===== config.mk =====
export PLATFORM = sky130hd
export DESIGN_NAME = interrupt_sequencer
export DESIGN_NICKNAME = d
export VERILOG_FILES = /design/src/rtl/interrupt_sequencer_pkg.sv /design/src/rtl/interrupt_sequencer_irq_priority_encoder.sv /design/src/rtl/interrupt_sequencer.sv
export SDC_FILE = /design/constraint.sdc
export NUM_CORES = 1
export LEC_CHECK = 0
export ABC_AREA = 1
export ABC_CLOCK_PERIOD_IN_PS = 1380
export CAP_MARGIN = 20
export CORE_ASPECT_RATIO = 1.5
export CORE_MARGIN = 4
export CORE_UTILIZATION = 39
export DETAILED_ROUTE_END_ITERATION = 7
export GPL_TIMING_DRIVEN = 0
export PLACE_DENSITY = 0.73
export SLEW_MARGIN = 20
export SYNTH_ARGS = -nofsm -noshare
export SYNTH_HDL_FRONTEND = slang
export SYNTH_HIERARCHICAL = 1
export SYNTH_SLANG_ARGS = --single-unit
export TNS_END_PERCENT = 10

===== constraint.sdc =====
create_clock -name clk_i -period 1.38 [get_ports clk_i]
set_input_delay 0.207 -clock clk_i [delete_from_list [all_inputs] [get_ports clk_i]]
set_output_delay 0.207 -clock clk_i [all_outputs]
set_load 0.01 [all_outputs]

===== src/rtl/interrupt_sequencer_pkg.sv =====
// Shared types and constants for the interrupt sequencer and its helpers.
// State encodings, vector defaults and the vector address helper.
package interrupt_sequencer_pkg;

    typedef enum logic [1:0] {
        INT_ST_RUN       = 2'd0,
        INT_ST_HALTED    = 2'd1,
        INT_ST_VECTORING = 2'd2,
        INT_ST_SERVICING = 2'd3
    } int_state_e;

    localparam logic [15:0] INT_VECTOR_BASE_DEF   = 16'h0004;
    localparam int          INT_VECTOR_STRIDE_DEF = 4;
    localparam int          INT_IDX_W             = 3;

    // Address arithmetic is deliberately 16-bit so large indices wrap.
    function automatic logic [15:0] int_vector_addr(
        input logic [15:0]          base,
        input logic [15:0]          stride,
        input logic [INT_IDX_W-1:0] idx
    );
        logic [15:0] offset;
        offset = stride * {{(16-INT_IDX_W){1'b0}}, idx};
        return base + offset;
    endfunction

endpackage


===== src/rtl/interrupt_sequencer_irq_priority_encoder.sv =====
// Combinational fixed-priority encoder: lowest set index wins.
// Reports the winning index and whether any request is set.
module irq_priority_encoder #(
    parameter int NUM_IRQ = 4,
    parameter int IDX_W   = 3
) (
    input  logic [NUM_IRQ-1:0] req_i,
    output logic [IDX_W-1:0]   idx_o,
    output logic               valid_o
);

    // Scan high to low so the last assignment is the lowest set index.
    always_comb begin
        idx_o   = '0;
        valid_o = 1'b0;
        for (int i = NUM_IRQ - 1; i >= 0; i--) begin
            if (req_i[i]) begin
                idx_o   = IDX_W'(i);
                valid_o = 1'b1;
            end
        end
    end

endmodule


===== src/rtl/interrupt_sequencer.sv =====
// Interrupt sequencer: IE flag, IRQ edge latch, priority take/ack handshake, halt.
// Build option INT_WAKE_WHEN_DISABLED_EN: a pending request wakes HALTED to RUN when IE=0.
//
// state            | meaning
// -----------------+-----------------------------------------------------
// INT_ST_RUN       | normal execution, takes at instruction boundaries
// INT_ST_HALTED    | CPU parked, waiting for a qualifying request
// INT_ST_VECTORING | INT_TAKE high, vector held until INT_ACK
// INT_ST_SERVICING | handler running, no nesting until RETIX
module interrupt_sequencer
    import interrupt_sequencer_pkg::*;
#(
    parameter int          NUM_IRQ       = 4,
    parameter logic [15:0] VECTOR_BASE   = INT_VECTOR_BASE_DEF,
    parameter int          VECTOR_STRIDE = INT_VECTOR_STRIDE_DEF
) (
    input  logic               clk_i,
    input  logic               reset_i,
    input  logic               eix_i,
    input  logic               dix_i,
    input  logic               retix_i,
    input  logic               haltx_i,
    input  logic [NUM_IRQ-1:0] irq_i,
    input  logic               instr_boundary_i,
    input  logic               int_ack_i,
    output logic               ie_o,
    output logic [NUM_IRQ-1:0] pending_o,
    output logic               int_take_o,
    output logic [15:0]        int_vector_o,
    output logic               halted_o,
    output logic               in_service_o
);

    int_state_e             state_q, state_d;
    logic                   ie_q, ie_d;
    logic [NUM_IRQ-1:0]     pending_q, pending_d;
    logic [NUM_IRQ-1:0]     irq_q;
    logic [INT_IDX_W-1:0]   idx_q, idx_d;
    logic [15:0]            vector_q, vector_d;

    logic [NUM_IRQ-1:0]     irq_edge;
    logic [NUM_IRQ-1:0]     ack_mask;
    logic [INT_IDX_W-1:0]   enc_idx;
    logic                   enc_valid;
    logic [15:0]            enc_vector;

    irq_priority_encoder #(
        .NUM_IRQ (NUM_IRQ),
        .IDX_W   (INT_IDX_W)
    ) u_prio (
        .req_i   (pending_q),
        .idx_o   (enc_idx),
        .valid_o (enc_valid)
    );

    assign irq_edge   = irq_i & ~irq_q;
    assign ack_mask   = NUM_IRQ'(1) << idx_q;
    assign enc_vector = int_vector_addr(VECTOR_BASE, 16'(VECTOR_STRIDE), enc_idx);

    always_comb begin
        state_d   = state_q;
        ie_d      = ie_q;
        idx_d     = idx_q;
        vector_d  = vector_q;
        pending_d = pending_q | irq_edge;

        unique case (state_q)
            INT_ST_RUN: begin
                if (dix_i)      ie_d = 1'b0;
                else if (eix_i) ie_d = 1'b1;
                if (haltx_i) begin
                    state_d = INT_ST_HALTED;
                end else if (instr_boundary_i && ie_q && enc_valid) begin
                    state_d  = INT_ST_VECTORING;
                    idx_d    = enc_idx;
                    vector_d = enc_vector;
                end
            end
            INT_ST_HALTED: begin
                if (dix_i)      ie_d = 1'b0;
                else if (eix_i) ie_d = 1'b1;
                if (ie_q && enc_valid) begin
                    state_d  = INT_ST_VECTORING;
                    idx_d    = enc_idx;
                    vector_d = enc_vector;
                end
`ifdef INT_WAKE_WHEN_DISABLED_EN
                else if (!ie_q && enc_valid) begin
                    state_d = INT_ST_RUN;
                end
`endif
            end
            INT_ST_VECTORING: begin
                ie_d = 1'b0;
                // A fresh edge on the acknowledged index survives the clear.
                if (int_ack_i) begin
                    pending_d = (pending_q & ~ack_mask) | irq_edge;
                    state_d   = INT_ST_SERVICING;
                end
            end
            INT_ST_SERVICING: begin
                if (retix_i) begin
                    ie_d    = 1'b1;
                    state_d = INT_ST_RUN;
                end else if (dix_i) begin
                    ie_d = 1'b0;
                end else if (eix_i) begin
                    ie_d = 1'b1;
                end
            end
            default: state_d = INT_ST_RUN;
        endcase
    end

    always_ff @(posedge clk_i) begin
        if (reset_i) begin
            state_q   <= INT_ST_RUN;
            ie_q      <= 1'b0;
            pending_q <= '0;
            irq_q     <= '0;
            idx_q     <= '0;
            vector_q  <= '0;
        end else begin
            state_q   <= state_d;
            ie_q      <= ie_d;
            pending_q <= pending_d;
            irq_q     <= irq_i;
            idx_q     <= idx_d;
            vector_q  <= vector_d;
        end
    end

    assign ie_o         = ie_q;
    assign pending_o    = pending_q;
    assign int_take_o   = (state_q == INT_ST_VECTORING);
    assign int_vector_o = vector_q;
    assign halted_o     = (state_q == INT_ST_HALTED);
    assign in_service_o = (state_q == INT_ST_SERVICING);

endmodule

==> results of run 1 <==
==> routing by layer <==
layer,track usage,vias to the layer above,part of all wire,wire length [um]
met1,0.138,404,0.40,897
met3,0.0448,10,0.091,203
met4,0.0981,0,0.028,62
met2,0.225,48,0.48,1060
met5,0,-,0,0
li1,-,500,-,-
==> worst max-delay path, delay by kind of cell (launching register included) <==
kind                     cells  cell delay [ps]
adder cells (fa/ha/maj)      1              190
buffers and inverters        2              250
flip-flops                   1              380
==> worst paths after layout <==
path                      startpoint                 endpoint  slack, ps  cells after the start
min reg2reg      irq_q[2]$_SDFF_PP0_  pending_o[2]$_SDFF_PP0_        410                      1
max reg2reg  state_q[1]$_SDFFE_PP0P_    idx_q[2]$_SDFFE_PP0P_        100                      7
min              irq_q[2]$_SDFF_PP0_  pending_o[2]$_SDFF_PP0_        410                      1
max          state_q[1]$_SDFFE_PP0P_                 halted_o         50                      3
==> cell type report <==
class | instances | area, um^2 | share of cell area
clock buffer | 4 | 36.3 | 0.0259
buffer | 14 | 101 | 0.0725
multi-input combinational | 100 | 581 | 0.415
sequential | 18 | 377 | 0.269
timing repair buffer | 23 | 204 | 0.146
tap | 24 | 30.0 | 0.0215
inverter | 18 | 70.1 | 0.0501
==> cell families (layout without fill, tap and decap cells) <==
kind of cell    after synthesis  after routing  synth area share
simple gates                 62             62             0.268
buf+inv                      32             59             0.169
flops                        18             18             0.360
compound gates               17             18             0.111
fa+ha+maj                     6              6            0.0751
other cells                   2             13           0.00751
xor+xnor                      1              1           0.00876
==> report_power, final <==
part	internal [uW]	total [uW]	switching, uW
Sequential	641	747	106
Combinational	443	1030	589
Clock	161	325	164
==> what timing repair did <==
action,in CTS,in global routing
setup endpoints to repair,20,15
pin swaps,1,0
cloned,0,1
gates resized for setup,34,13
==> stage by stage <==
stage	hold WS (ps)	total power [uW]
after floorplan	299	1350
after CTS	417	2030
after detailed placement	413	1660
after global placement	404	1630
final	415	2100
after global routing	437	2290
==> sequential cells by signal, summed over array words and instances (netlist names) <==
register,flops
int_vector_o,4
state_q,2
idx_q,3
ie_o,1
pending_o,4
irq_q,4
==> cell usage in the layout, fill, tap and decap left out, types with 4 or more instances in the layout <==
| cell | n |
|---|---|
| dlygate4sd2_1 | 9 |
| conb_1 | 13 |
| dfxtp_2 | 4 |
| inv_1 | 15 |
| clkdlybuf4s50_1 | 11 |
| nand2_1 | 16 |
| buf_4 | 13 |
| nand3_1 | 15 |
| nand2_2 | 4 |
| nor2_1 | 18 |
| a21oi_1 | 8 |
| dfxtp_1 | 11 |
==> results.md, run 1 <==
* Synth top cells by count: nor2_1 (21), nand2_1 (19), dfxtp_1 (18)
* Placed Area at 0.00130 mm^2
* Hpwl dp at 1.68 mm
* Die Area at 0.00345 mm^2
* Dpl ws at -128 ps
* IO Count at 36
* Clock sink count at 18
* Async SR Flop Fraction at 0
* Worst skew pair latency at 290 ps
* Longest Clk Path Bufs at 2
* Static leakage at 0.000677 uW
* Avg Inst Size Synth at 7.24 um^2
* Tmin final at 1330 ps
* Nets@finish at 196
* Unrepaired setup endpoints after global routing: true
* Worst path slowest cell: dfxtp_4
* Via density at 4.79
* HP Class: reg -> reg
* Port Buffer Count at 23
* Site row count at 22
* Fin. Hold Viols at 0
* Finished Layout Cells at 201
* Layout area overhead at 39.9%
* Drt total wl at 2.23 mm
* Die Ht at 70.0 um
* Most common cell in the netlist: nor2_1
* YS warnings at 6
* CTS Root Cell: clkbuf_4
* DRT Pass-1 Iters at 4
* Clock-pin slew on the worst setup and hold paths at 100 ps
* CP Cell Sequence: inv_2 -> ha_4 -> buf_2
* DRC viols at 0
* Startpoint types: flop
* Crit Path Class: reg -> out
* Largest net degree at the start of global routing at 11
* Congestion Overflow GR at 0
* Maximum vdd drop at 0.000815 V
* Crit share post-route at 0.964
* ANT nets after route at 0
* Antenna diode count at 0
* PwrDens at 1500 mW/mm^2
* CTS tree: yes
* Fmax at 752 MHz
* Setup Fix Bufs, Post-CTS at 0
* DR iter-0 viols at 17
* Layout cell share with drive strength beyond 1 at 0.254
* Fill count at 244
* Synthesis-stage register bit count at 18
* Setup TNS at 0 ps
* Netlist cell types at 21
* Max_cap viols at 0
* Top_reg_cell synth: dfxtp_1
* Initial antenna violation count at 0
* CTS H-tree lvls at 1
* Yosys top cell area share at 0.360
* Num CTS Buffers at 3
* Cell taking the most area after synthesis: dfxtp_1
* Via Count at 962
* Vias in the first global route at 944
* Drt wl/cell at 11.1 um
* Placed cell count at 196
* Worst EP required at 1170 ps
* Overall routing resource usage at 0.135
* Final worst setup slack at 49.7 ps
* First-pass GRT wire length at 3.74 mm
* Die width at 49.3 um
* Mapped Cells at 138
* Post-synth EDFFs at 0
* Synth top area cells: dfxtp_1 (36%), buf_4 (9.8%), nor2_1 (7.9%)
* Critical path capture point type: primary output
* Final setup viols at 0
* Crit path max fanout at 5
* Slowest stage delay, CP at 380 ps
* Layout Utilization at 0.571
* Post-CTS Hold Buffers at 0
* Outcome: finished clean
* Cell area after layout at 0.00140 mm^2
* Starting density of the core at 0.408
* Sequential-to-total area share from yosys stat at 0.360
* Final Max Tran Viols at 0
* RePlAce Congestion at 0.830
* Crit path DAT at 1120 ps
* Clock Skews at 0.808 ps
* Area of the core at 0.00245 mm^2
* Mapped cell area at 1000 um^2
(Power assumes the default switching activity.)
==> inputs of run 2 (changes only) <==
--- a/config.mk
+++ b/config.mk
@@ -14,9 +14,9 @@
 export DETAILED_ROUTE_END_ITERATION = 7
 export GPL_TIMING_DRIVEN = 0
 export PLACE_DENSITY = 0.73
-export SLEW_MARGIN = 20
+export SLEW_MARGIN = 10
 export SYNTH_ARGS = -nofsm -noshare
 export SYNTH_HDL_FRONTEND = slang
 export SYNTH_HIERARCHICAL = 1
 export SYNTH_SLANG_ARGS = --single-unit
-export TNS_END_PERCENT = 10
+export TNS_END_PERCENT = 100
==> run 2 against run 1 <==
Worst hold slack better by 1.3 ps. Worst setup slack better by 13 ps. Total power up 3.7%. Cell area up 1.9%. Sequential power up 0.5%. Via count up 1.2%. First-iteration DRC count down 18%. Wire length up 2.2%. Clock skew up 0.69 ps. Critical path depth up 4.
==> results.md, run 2 (same netlist as run 1, synthesis figures left out) <==
* Outcome: finished clean
* Slowest stage delay, CP at 400 ps
* Crit path max fanout at 5
* Layout cell share with drive strength beyond 1 at 0.272
* Crit Path Class: reg -> reg
* First-pass GRT wire length at 3.74 mm
* Startpoint types: flop
* DRT Pass-1 Iters at 4
* Site row count at 22
* Final setup viols at 0
* Final Max Tran Viols at 0
* Nets@finish at 199
* Worst EP required at 1550 ps
* Die Ht at 70.0 um
* Antenna diode count at 0
* Unrepaired setup endpoints after global routing: true
* Crit path DAT at 1490 ps
* Port Buffer Count at 23
* Num CTS Buffers at 3
* Via density at 4.77
* Area of the core at 0.00245 mm^2
* Initial antenna violation count at 0
* CP Cell Sequence: inv_4 -> ha_4 -> buf_6 -> a21oi_4 -> nand2_2 -> nand2_1 -> a21oi_1
* IO Count at 36
* Die Area at 0.00345 mm^2
* Hpwl dp at 1.68 mm
* DR iter-0 viols at 14
* Worst skew pair latency at 290 ps
* CTS Root Cell: clkbuf_4
* CTS tree: yes
* Crit share post-route at 0.955
* PwrDens at 1530 mW/mm^2
* Most common cell after layout, fill and taps aside: nor2_1
* Vias in the first global route at 944
* Met2 Wirelength at 1.12 mm
* Crit path buffers/inverters at 2
* Drt total wl at 2.28 mm
* Longest Clk Path Bufs at 2
* Finished Layout Cells at 204
* Fin. Hold Viols at 0
* Most frequent cells in the layout: nor2_1 (17), nand2_1 (16), inv_1 (15), nand3_1 (15), buf_4 (15)
* Crit-path leading delay family: flip-flops
* Placed cell count at 196
* Starting density of the core at 0.408
* Clock Skews at 1.50 ps
* Congestion Overflow GR at 0
* Drt wl/cell at 11.2 um
* Clock sink count at 18
* CTS H-tree lvls at 1
* Cell area after layout at 0.00143 mm^2
* Via Count at 974
* Worst path slowest cell: dfxtp_4
* Largest net degree at the start of global routing at 11
* RePlAce Congestion at 0.830
* Layout area overhead at 42.6%
* HP Class: reg -> reg
* Max_cap viols at 0
* Placed Area at 0.00130 mm^2
* Maximum vdd drop at 0.000773 V
* Clock-pin slew on the worst setup and hold paths at 100 ps
* Fmax at 759 MHz
* ANT nets after route at 0
* DRC viols at 0
* Overall routing resource usage at 0.135
* Static leakage at 0.000693 uW
* Die width at 49.3 um
* Met3 WL at 186 um
* Routed metal-1 wirelength at 931 um
* Tmin final at 1320 ps
* DR top layer: met4
* Critical path capture point type: flop
[run 2: path summary, 6_finish.rpt]
check | startpoint | endpoint | slack, ps | cells after the start
min reg2reg | irq_q[2]$_SDFF_PP0_ | pending_o[2]$_SDFF_PP0_ | 420 | 1
max reg2reg | state_q[1]$_SDFFE_PP0P_ | idx_q[2]$_SDFFE_PP0P_ | 60 | 7
min | irq_q[2]$_SDFF_PP0_ | pending_o[2]$_SDFF_PP0_ | 420 | 1
max | state_q[1]$_SDFFE_PP0P_ | idx_q[2]$_SDFFE_PP0P_ | 60 | 7
[run 2: cell type report]
cell class	instances	area (um^2)
well taps	24	30.0
plain buffers	14	101
inverters	18	72.6
clock buffers	4	36.3
repair buffers	26	230
flip-flops and latches	18	377
fillers	242	1020
multi-input cells	100	578
[run 2: metal layers]
| metal | up-vias | GRT usage |
|---|---|---|
| met2 | 40 | 0.225 |
| met1 | 423 | 0.138 |
| met5 | - | 0 |
| met3 | 6 | 0.0448 |
| met4 | 0 | 0.0981 |
| li1 | 505 | - |
[run 2: what timing repair did]
| action | 4_1_cts | 5_1_grt |
|---|---|---|
| gates cloned | 0 | 1 |
| gates resized for setup | 34 | 17 |
| buffers inserted | 1 | 2 |
| hold buffers | 0 | 0 |
| endpoints found under the setup margin | 20 | 15 |
| pin swaps | 1 | 1 |
[run 2: metrics by stage]
stage	TNS, ps	power (uW)	util	setup WS [ps]	hold WS (ps)
2_1_floorplan	0	1350	-	2.47	299
3_3_place_gp	-720	1630	0.531	-101	404
3_5_place_dp	-1130	1660	0.531	-128	413
4_1_cts	-14.9	2060	0.564	-6.79	417
5_1_grt	-62.1	2370	0.582	-27.6	437
6_report	0	2180	0.582	62.6	416
[run 2: worst register-to-register path, cell delays in order, from the launching register on]
cell	delay (ps)
dfxtp_4	400
inv_4	50
ha_4	180
buf_6	120
a21oi_4	190
nand2_2	120
nand2_1	70
a21oi_1	50
[run 2: where the power goes]
group          internal, uW  leakage (uW)  switching [uW]
Sequential              641      0.000152             110
Clock                   161     0.0000210             163
Combinational           494      0.000520             614
